File: config.mk
export PLATFORM = sky130hd
export DESIGN_NAME = operand_fifo
export DESIGN_NICKNAME = d
export VERILOG_FILES = /design/src/rtl/operand_fifo.sv
export SDC_FILE = /design/constraint.sdc
export NUM_CORES = 1
export LEC_CHECK = 0
export CELL_PAD_IN_SITES_DETAIL_PLACEMENT = 2
export CELL_PAD_IN_SITES_GLOBAL_PLACEMENT = 2
export CORE_UTILIZATION = 45
export CTS_CLUSTER_DIAMETER = 30
export DETAILED_ROUTE_END_ITERATION = 10
export GPL_TIMING_DRIVEN = 0
export HOLD_SLACK_MARGIN = 0.03
export PLACE_DENSITY_LB_ADDON = 0.1
export SLEW_MARGIN = 20
export SYNTH_ARGS = -nofsm -noshare
export SYNTH_HDL_FRONTEND = slang
export SYNTH_SLANG_ARGS = --single-unit
File: constraint.sdc
create_clock -name clk -period 5.25 [get_ports clk]
set_input_delay 1.05 -clock clk [delete_from_list [all_inputs] [get_ports clk]]
set_output_delay 1.05 -clock clk [all_outputs]
set_load 0.02 [all_outputs]
File: src/rtl/operand_fifo.sv
// rtl/operand_fifo.sv - operand-pair FIFO with first-word-fall-through outputs
//
// Purpose: buffers (multiplicand, multiplier) pairs between a producer and a
// multiplier controller. The head pair is presented combinationally so the
// controller can sample it in the same cycle it pulses load_words.
//
// Ports:
//   clk               rising-edge clock
//   reset             asynchronous active-low reset
//   push_valid        producer offers a pair this cycle
//   push_ready        FIFO can accept a pair (!full)
//   push_multiplicand multiplicand of the offered pair
//   push_multiplier   multiplier of the offered pair
//   load_words        pop request; consumes the head pair
//   multiplicand_out  head multiplicand, 0 while empty
//   multiplier_out    head multiplier, 0 while empty
//   empty             no valid entries
//   full              DEPTH valid entries held
//   count             number of valid entries, 0..DEPTH
//   underflow_err     sticky: pop attempted while empty
//   overflow_err      sticky: push attempted while full

module operand_fifo #(
    parameter int WIDTH = 16,
    parameter int DEPTH = 4
) (
    input  logic                     clk,
    input  logic                     reset,
    input  logic                     push_valid,
    output logic                     push_ready,
    input  logic [WIDTH-1:0]         push_multiplicand,
    input  logic [WIDTH-1:0]         push_multiplier,
    input  logic                     load_words,
    output logic [WIDTH-1:0]         multiplicand_out,
    output logic [WIDTH-1:0]         multiplier_out,
    output logic                     empty,
    output logic                     full,
    output logic [$clog2(DEPTH):0]   count,
    output logic                     underflow_err,
    output logic                     overflow_err
);

    localparam int AW = $clog2(DEPTH);
    localparam int CW = AW + 1;
    localparam logic [CW-1:0] DEPTH_C = CW'(DEPTH);

    logic [WIDTH-1:0] mcand_mem [DEPTH];
    logic [WIDTH-1:0] mplier_mem [DEPTH];

    logic [AW-1:0] wr_ptr_q, wr_ptr_d;
    logic [AW-1:0] rd_ptr_q, rd_ptr_d;
    logic [CW-1:0] count_q, count_d;
    logic          underflow_q, underflow_d;
    logic          overflow_q, overflow_d;

    logic empty_w;
    logic full_w;
    logic push_acc;
    logic pop_acc;

    // Flags come only from the registered count, never from the inputs.
    assign empty_w  = (count_q == '0);
    assign full_w   = (count_q == DEPTH_C);

    assign push_acc = push_valid && !full_w;
    assign pop_acc  = load_words && !empty_w;

    always_comb begin
        wr_ptr_d    = wr_ptr_q;
        rd_ptr_d    = rd_ptr_q;
        count_d     = count_q;
        underflow_d = underflow_q || (load_words && empty_w);
        overflow_d  = overflow_q  || (push_valid && full_w);

        // Pointers are exactly AW bits wide, so +1 wraps DEPTH-1 -> 0.
        if (push_acc) begin
            wr_ptr_d = wr_ptr_q + 1'b1;
        end
        if (pop_acc) begin
            rd_ptr_d = rd_ptr_q + 1'b1;
        end

        case ({push_acc, pop_acc})
            2'b10:   count_d = count_q + 1'b1;
            2'b01:   count_d = count_q - 1'b1;
            default: count_d = count_q;
        endcase
    end

    always_ff @(posedge clk or negedge reset) begin
        if (!reset) begin
            wr_ptr_q    <= '0;
            rd_ptr_q    <= '0;
            count_q     <= '0;
            underflow_q <= 1'b0;
            overflow_q  <= 1'b0;
        end else begin
            wr_ptr_q    <= wr_ptr_d;
            rd_ptr_q    <= rd_ptr_d;
            count_q     <= count_d;
            underflow_q <= underflow_d;
            overflow_q  <= overflow_d;
        end
    end

    // Storage is not reset; stale words are never visible because the
    // outputs are forced to zero whenever count is zero.
    always_ff @(posedge clk) begin
        if (push_acc) begin
            mcand_mem[wr_ptr_q]  <= push_multiplicand;
            mplier_mem[wr_ptr_q] <= push_multiplier;
        end
    end

    assign multiplicand_out = empty_w ? '0 : mcand_mem[rd_ptr_q];
    assign multiplier_out   = empty_w ? '0 : mplier_mem[rd_ptr_q];

    assign empty         = empty_w;
    assign full          = full_w;
    assign push_ready    = !full_w;
    assign count         = count_q;
    assign underflow_err = underflow_q;
    assign overflow_err  = overflow_q;

endmodule

After elaboration in Yosys (flattened, before gate mapping)
Memories as Yosys holds them, arrays and structs flattened. Cells that the tools add are included.

Register bits: 9. RAM bits: 128. Bits of input ports: 36. Word-level logic and storage cells: 29. Memories kept: 2.

Memories: mcand_mem (words 4, bits a word 16, read ports 1, clocked after memory_dff 0, wr ports 1, RTL line 47) `logic [WIDTH-1:0] mcand_mem [DEPTH];`; mplier_mem (words 4, bits a word 16, read ports 1, clocked after memory_dff 0, wr ports 1, RTL line 48) `logic [WIDTH-1:0] mplier_mem [DEPTH];`.

Add/sub/neg operators: 4. Eq/ne operators: 3. Mux-type cells: 5. Reductions and logical operators: 10.

Operators with widths (number): $mux W16 (2); $pmux W3 S2 (1); $add A2 B1 Y2 const B (2); $logic_and A1 B1 Y1 (4); $add A3 B1 Y3 const B (1); $eq A3 B3 Y1 const B (1); $logic_not A3 Y1 (1); $sub A3 B1 Y3 const B (1); $eq A2 B1 Y1 const B (1); $eq A2 B2 Y1 const B (1); $logic_not A1 Y1 (2); $logic_or A1 B1 Y1 (2); $mux W1 (2); $reduce_bool A2 Y1 (1).

Logic depth before layout (Yosys ltp)
Gate-level depths: netlist of run 1.

Word-level depth: 5. Depth in mapped cells: 11.

Worst setup path after synthesis of run 1
Ideal clock, no wire load.

Path type: input to register. Start point: input port push_valid. End point: memory mcand_mem[0][0] (enable). Arrival: 2.111 ns. Required time: 4.858 ns. Slack: 2.747 ns. Stages on the path: 2. Path buffers: 0. Cell sequence: nor2b_2 and2_1.

Longest elaborated chain between the ends: 3.

Ends and longest elaborated chain: from (decl) (RTL line 29) `input logic push_valid,`; $logic_and A1 B1 Y1 (RTL line 65) `assign push_acc = push_valid && !full_w;`; $mux W1 (RTL line 109) `if (push_acc) begin`; $mux W1 (not written as such) (RTL line 110) `mcand_mem[wr_ptr_q] <= push_multiplicand;`; to (decl) (RTL line 47).

No other way between the ends.

Worst setup path in the final report of run 1
Start point: register count_q[0] (netlist: count[0]). End point: output port multiplier_out[2].

Longest elaborated chain between the ends: 2.

Ends and longest elaborated chain: from (decl) (RTL line 52) `logic [CW-1:0] count_q, count_d;`; from (signal assigned) (RTL line 100) `count_q <= count_d;`; $logic_not A3 Y1 (RTL line 62) `assign empty_w = (count_q == '0);`; $mux W16 (RTL line 116) `assign multiplier_out = empty_w ? '0 : mplier_mem[rd_ptr_q];`; to (decl) (RTL line 35) `output logic [WIDTH-1:0] multiplier_out,`.

No other way between the ends.

==> flow_summary.ini, run 1 <==
[logic_synthesis]
avgSynthCellArea_um2 = 21.73
ys_warn_count = 0
syn_inst = 246
ys.flop_type = edfxtp_1
synth-async-reset-ratio_pct = 6.569
synth_common_cells = edfxtp_1, mux4_2, nor2b_1
yosysMostFrequentCell = edfxtp_1
ys_types = 23
synth_largest_area_cell = edfxtp_1
yosysSeqAreaShare_pct = 76.12
synth-edff-count = 128
synth.area.top_cells = edfxtp_1, mux4_2, dfrtp_1
syn-num-nets = 288
synth.top_cell.area_share_pct = 71.91
ys_seq_elements = 137
synth.cell_area_um2 = 5345

[cts]
cts_buffers = 17
cts_max_path_buffers = 2
cts_resized = 0
cts-root-buf = clkbuf_16
cts.sinks = 137
tritoncts = built
clk_transition_reported_paths_ps = 60
clk_latency_ps = 420
postCtsSetupBuffers = 0
htreeDepth = 4
holdBufCountCts = 0

[detailed_routing]
drc_errors = 6
dr.first_iter.drc_count = 156
drt-pass1-iter-count = 7
vias_per_cell = 5.496
postRouteAntennaNets = 0
routed_wl_um = 15120
post_drt_wl_per_cell_um = 30.25
vias = 2748

[timing]
grt_setup_unrepaired = no
fin_skew_ps = 7.396
finalHoldViolations = 0
finalCritPeriodShare_pct = 72.72
fin_crit_ps = 3818
max_freq_mhz = 261.9
slew_viol_final = 0
fin_setup_tns_ps = 0
slew_headroom_pct = 52.67
tightest_slew_ps = 706.1
fin_ws_ps = 1432
finalSetupViolations = 0

[critical_path]
endpoint_kind = output pin
cp_cell_sequence = nor3_2, clkbuf_1, and2b_1, clkdlybuf4s50_1
crit_type = flop to output pin
critical_path_buf_inv_count = 2
cp-start-kind = flop
arrival_ps = 2770
worst-path-max-fanout = 10
cp_data_required_time_ps = 4200
critPathTopFamily = buffers and inverters
crit_path_top_delay_cell = nor3_2
critical-path-max-stage-delay_ps = 630

[finish]
n_antenna_cell = 0
drive_gt1_share_pct = 22.41
final_util_pct = 61.33
syn_to_final_growth_pct = 32.14
nets = 386
instances_no_fill = 500

[global_routing]
grt_antenna_before_repair = 0
grt.total_usage_pct = 26.95
grt_pass1_wl_um = 22510
grt_pass1_vias = 3202
grt_max_degree = 22
grt-ovfl-total = 0

[placed_design]
pre_cts_ws_ps = 1911
port_buffers = 75
numPlacedInstances = 468
place_hpwl_um = 8633
gp_congestion = 0.6363

[floorplan]
start_util_pct = 46.41
io_pins = 76
die_h_um = 111.0
die_area_um2 = 12320
num_rows = 39
core_area_um2 = 11520
die_w_um = 111.0

[job]
cap_violations = 0

[power_and_ir_drop]
p_leak_nw = 2.433
p_per_area_nw_per_um2 = 683.3
p_total_w = 0.004826
ir_drop_mv = 0.3975

[hold_path]
worstHoldPathType = flop to flop

[run_status]
failed_checks = design-rule violations
run_status = finished, violations left
-- stage by stage --
step	hold WS (ps)	area (µm²)
floorplan	534.0	5345
global placement	443.2	6275
detailed placement	447.9	6382
CTS	469.5	7063
global route	493.9	7063
finish	471.7	7063
-- cell families (layout without fill, tap and decap cells) --
logic type               after synthesis  count (layout)  synth area share, %
AO/OA/AOI/OAI                          2               2               0.2808
adder cells (fa/ha/maj)                6               6                1.545
AND/OR/NAND/NOR                       43              43                5.103
XOR/XNOR                               6               6               0.9831
flip-flops                           137             137                76.12
multiplexers                          34              34                13.88
buffers and inverters                 18             129                2.083
-- sequential cells by signal, summed over array words and instances (netlist names) --
name	count
rd_ptr_q	2
underflow_err	1
overflow_err	1
wr_ptr_q	2
mcand_mem	64
count	3
mplier_mem	64
-- per-layer routing --
layer  wire, µm  global-route usage [%]  vias to the layer above
li1           -                       -                     1166
met1       6224                   34.04                     1464
met2       8043                   45.74                      101
met3        678                   7.053                       17
met4        179                   8.311                        0
met5          0                       0                        -
-- cell type report --
type / count / area, µm²
Multi-Input combinational cell: 91 / 1170
Sequential cell: 137 / 4069
Clock inverter: 14 / 251.5
Buffer: 11 / 85.08
Tap cell: 143 / 178.9
Timing Repair Buffer: 79 / 853.3
Inverter: 7 / 26.28
Clock buffer: 18 / 429.2
Fill cell: 925 / 4453
-- placed cells by master (no fill, tap or decap), types with 5 or more instances in the layout --
cell type / Yosys / final
nor2b_1: 28 / 28
bufinv_16: 0 / 7
ha_1: 5 / 5
and2b_1: 5 / 5
edfxtp_1: 128 / 128
inv_1: 7 / 7
mux4_2: 32 / 32
clkbuf_16: 0 / 17
clkdlybuf4s50_1: 0 / 75
dfrtp_1: 9 / 9
-- power by group --
group          switching, W  internal [W]  total, W
combinational      0.000974      0.000884   0.00186
clock              0.000476      0.000934   0.00141
sequential         0.000102       0.00146   0.00156
total               0.00155       0.00327   0.00483
-- path summary, 6_finish.rpt --
path | cells past startpoint | end | slack, ps | start
min | 1 | overflow_err | 470 | overflow_err
max in group asynchronous | 1 | wr_ptr_q[0] | 3900 | reset
max | 4 | multiplier_out[2] | 1430 | count[0]
max reg2reg | 8 | count[2] | 2810 | count[0]
min in group asynchronous | 1 | count[1] | 980 | reset
min reg2reg | 1 | overflow_err | 470 | overflow_err
(Power assumes the default switching activity.)
==> run 2, diff against run 1 <==
--- a/config.mk
+++ b/config.mk
@@ -7,7 +7,7 @@
 export LEC_CHECK = 0
 export CELL_PAD_IN_SITES_DETAIL_PLACEMENT = 2
 export CELL_PAD_IN_SITES_GLOBAL_PLACEMENT = 2
-export CORE_UTILIZATION = 45
+export CORE_UTILIZATION = 37
 export CTS_CLUSTER_DIAMETER = 30
 export DETAILED_ROUTE_END_ITERATION = 10
 export GPL_TIMING_DRIVEN = 0
==> constraint.sdc (replaced) <==
create_clock -name clk -period 3.32 [get_ports clk]
set_input_delay 0.664 -clock clk [delete_from_list [all_inputs] [get_ports clk]]
set_output_delay 0.664 -clock clk [all_outputs]
set_load 0.02 [all_outputs]
==> flow_summary.ini, run 2 (synthesis results as in run 1) <==
[run_status]
run_status = finished clean

[timing]
finalSetupViolations = 0
fin_skew_ps = 10.08
fin_ws_ps = 199.2
slew_viol_final = 0
finalCritPeriodShare_pct = 94.00
fin_crit_ps = 3121
tightest_slew_ps = 569.2
finalHoldViolations = 0
slew_headroom_pct = 62.05
grt_setup_unrepaired = no
max_freq_mhz = 320.4

[critical_path]
arrival_ps = 2460
endpoint = multiplier_out[4]
crit_type = flop to output pin
ff2ff_path_depth = 6
cp_cell_sequence = clkbuf_1, buf_2, mux4_2, nor2b_1, clkdlybuf4s50_1
reg2reg_to = mcand_mem[2][4]
cp_num_cells = 5
critical-path-max-stage-delay_ps = 560
regToRegSetupSlack_ps = 1180
critPathLaunch = rd_ptr_q[1]
critical_path_buf_inv_count = 3
cp-start-kind = flop
worst-path-max-fanout = 10
endpoint_kind = output pin
reg2reg_from = count[0]
critPathTopFamily = buffers and inverters
cp_data_required_time_ps = 2660
crit_path_top_delay_cell = clkdlybuf4s50_1

[detailed_routing]
routed_wl_um = 11010
drc_errors = 0
post_drt_wl_per_cell_um = 20.51
dr.first_iter.drc_count = 170
postRouteAntennaNets = 0
drt-pass1-iter-count = 4
vias_per_cell = 4.858
vias = 2609

[floorplan]
die_area_um2 = 14930
start_util_pct = 38.21
num_rows = 43
die_h_um = 122.2
io_pins = 76
die_w_um = 122.2
core_area_um2 = 13990

[placed_design]
port_buffers = 75
gp_congestion = 0.6660
pre_cts_ws_ps = 347.6
place_hpwl_um = 7321

[cts]
cts.sinks = 137
clk_latency_ps = 410
clk_transition_reported_paths_ps = 50
cts-root-buf = clkbuf_16
cts_max_path_buffers = 2
postCtsSetupBuffers = 0
tritoncts = built
cts_buffers = 17
htreeDepth = 4

[power_and_ir_drop]
ir_drop_mv = 0.3830
p_total_w = 0.006800
p_per_area_nw_per_um2 = 980.9
p_leak_nw = 2.353

[global_routing]
grt_pass1_wl_um = 17400
grt_pass1_vias = 2991
grt_max_degree = 25
grt.total_usage_pct = 16.72
grt_antenna_before_repair = 0
grt-ovfl-total = 0

[finish]
syn_to_final_growth_pct = 29.68
n_antenna_cell = 0
final_util_pct = 49.55
layout_commonest_cell = edfxtp_1
drive_gt1_share_pct = 20.17
nets = 386
final_cell_mix = edfxtp_1, clkdlybuf4s50_1, mux4_2

[hold_path]
worstHoldPathType = flop to flop

[job]
cap_violations = 0
-- run 2: cell type report --
cell class,instances,area (µm²)
Clock buffer,32,501.7
Sequential cell,137,4069
Multi-Input combinational cell,91,1176
Buffer,11,87.58
Fill cell,1279,7057
Inverter,7,26.28
Timing Repair Buffer,79,845.8
Tap cell,180,225.2
-- run 2: routing by layer --
metal,track usage (%),up-vias,wire (µm),part of all wire [%]
met2,28.11,56,5705,52
met4,5.488,0,117,1.1
met3,5.056,11,446,4.1
li1,-,1174,-,-
met5,0,-,0,0
met1,20.60,1368,4742,43
-- run 2: power breakdown --
part / total [W] / switching [W] / internal [W] / leakage, nW
Sequential: 0.00242 / 0.000125 / 0.00230 / 1.27
Combinational: 0.00277 / 0.00138 / 0.00139 / 0.840
Clock: 0.00161 / 0.000611 / 0.000996 / 0.239
Total: 0.00680 / 0.00212 / 0.00468 / 2.35
-- run 2: stage by stage --
stage | TNS (ps) | hold slack, ps | area, µm² | std cells
2_1_floorplan | 0 | 368.4 | 5345 | 246
3_3_place_gp | -7693 | 440.4 | 6321 | 501
3_5_place_dp | 0 | 446.5 | 6421 | 505
4_1_cts | 0 | 461.7 | 6929 | 537
5_1_grt | 0 | 482.0 | 6932 | 537
6_report | 0 | 455.7 | 6932 | 537
-- run 2: worst min-delay path by stage --
stage,start,cells past startpoint,end
final,overflow_err,1,overflow_err
after global routing,overflow_err,1,overflow_err
after CTS,overflow_err,1,overflow_err
after detailed placement,underflow_err,1,underflow_err
after global placement,overflow_err,1,overflow_err
after floorplan,reset,0,count[0]
-- run 2: timing repair --
item	CTS	global route
gates resized for setup	1	4
endpoints found under the setup margin	14	4
hold buffers	0	0
==> run 3, diff against run 2 <==
--- a/config.mk
+++ b/config.mk
@@ -8,11 +8,11 @@
 export CELL_PAD_IN_SITES_DETAIL_PLACEMENT = 2
 export CELL_PAD_IN_SITES_GLOBAL_PLACEMENT = 2
 export CORE_UTILIZATION = 37
-export CTS_CLUSTER_DIAMETER = 30
 export DETAILED_ROUTE_END_ITERATION = 10
 export GPL_TIMING_DRIVEN = 0
 export HOLD_SLACK_MARGIN = 0.03
-export PLACE_DENSITY_LB_ADDON = 0.1
+export PLACE_DENSITY = 0.83
+export SKIP_CTS_REPAIR_TIMING = 1
 export SLEW_MARGIN = 20
 export SYNTH_ARGS = -nofsm -noshare
 export SYNTH_HDL_FRONTEND = slang
==> flow_summary.ini, run 3 (synthesis results as in run 1) <==
[floorplan]
die_area_um2 = 14930
die_h_um = 122.2
die_w_um = 122.2
num_rows = 43
io_pins = 76
start_util_pct = 38.21
core_area_um2 = 13990

[critical_path]
crit_type = flop to output pin
critPathTopFamily = buffers and inverters
cp-start-kind = flop
critical-path-max-stage-delay_ps = 560
crit_path_top_delay_cell = clkdlybuf4s50_1
cp_cell_sequence = nor3_4, clkbuf_1, nor2b_1, clkdlybuf4s50_1
arrival_ps = 2450
worst-path-max-fanout = 10
endpoint_kind = output pin
critical_path_buf_inv_count = 2
cp_data_required_time_ps = 2660

[global_routing]
grt_antenna_before_repair = 0
grt_max_degree = 24
grt-ovfl-total = 0
grt_pass1_wl_um = 18040
grt_pass1_vias = 3047
grt.total_usage_pct = 17.42

[timing]
tightest_slew_ps = 557.0
fin_skew_ps = 8.359
finalSetupViolations = 0
finalHoldViolations = 0
fin_crit_ps = 3116
fin_setup_tns_ps = 0
slew_viol_final = 0
grt_setup_unrepaired = no
max_freq_mhz = 320.9
finalCritPeriodShare_pct = 93.87
slew_headroom_pct = 62.86

[detailed_routing]
vias_per_cell = 4.933
drt-pass1-iter-count = 4
routed_wl_um = 11430
post_drt_wl_per_cell_um = 21.28
dr.first_iter.drc_count = 115
postRouteAntennaNets = 0
vias = 2649
drc_errors = 0

[power_and_ir_drop]
ir_drop_mv = 0.4717
p_per_area_nw_per_um2 = 992.3
p_leak_nw = 2.374

[cts]
clk_transition_reported_paths_ps = 50
clk_latency_ps = 420
cts.sinks = 137
cts_max_path_buffers = 2
cts_buffers = 17
tritoncts = built
cts-root-buf = clkbuf_16
htreeDepth = 4

[finish]
layout_commonest_cell = edfxtp_1
final_cell_mix = edfxtp_1, clkdlybuf4s50_1, mux4_2
final_util_pct = 49.85
n_antenna_cell = 0
nets = 386
drive_gt1_share_pct = 22.69
syn_to_final_growth_pct = 30.45

[placed_design]
gp_congestion = 0.6222
port_buffers = 75
place_hpwl_um = 7313

[hold_path]
worstHoldPathType = flop to flop

[run_status]
run_status = finished clean

[job]
cap_violations = 0
run 3: cell type report:
type | instances | area (µm²)
fillers | 1281 | 7015
flip-flops and latches | 137 | 4069
multi-input cells | 91 | 1176
repair buffers | 79 | 853.3
clock buffers | 17 | 425.4
well taps | 180 | 225.2
clock inverters | 15 | 111.4
plain buffers | 11 | 86.33
inverters | 7 | 26.28
run 3: layer usage:
layer  GRT usage [%]  routed length [µm]  part of all wire (%)
met2           30.05                6006                    53
met1           20.39                4773                    42
met4           6.402                 154                   1.3
met5               0                   0                     0
met3           5.384                 496                   4.3
run 3: worst paths after layout:
check,from,to,slack (ps),cells after the start
min reg2reg,underflow_err,underflow_err,460,1
max in group asynchronous,reset,wr_ptr_q[0],2430,1
min in group asynchronous,reset,underflow_err,570,1
min,underflow_err,underflow_err,460,1
max,count[0],multiplicand_out[5],200,4
max reg2reg,count[0],count[2],1170,11
run 3: report_power, final:
group / switching, W / total, W / internal (W)
sequential: 0.000132 / 0.00243 / 0.00230
combinational: 0.00139 / 0.00278 / 0.00139
clock: 0.000694 / 0.00171 / 0.00101
total: 0.00222 / 0.00692 / 0.00470
run 3: per-stage QoR:
step | cell area, µm² | hold slack, ps | worst slack (ps) | total power (W) | std cells
2_1_floorplan | 5345 | 368.4 | 829.9 | 0.004059 | 246
6_report | 6973 | 457.3 | 203.6 | 0.006920 | 537
3_5_place_dp | 6429 | 446.4 | 392.2 | 0.005290 | 505
3_3_place_gp | 6321 | 439.6 | 13.91 | 0.005112 | 501
5_1_grt | 6973 | 478.7 | 14.80 | 0.007283 | 537
4_1_cts | 6965 | 465.1 | -108.6 | 0.007042 | 537
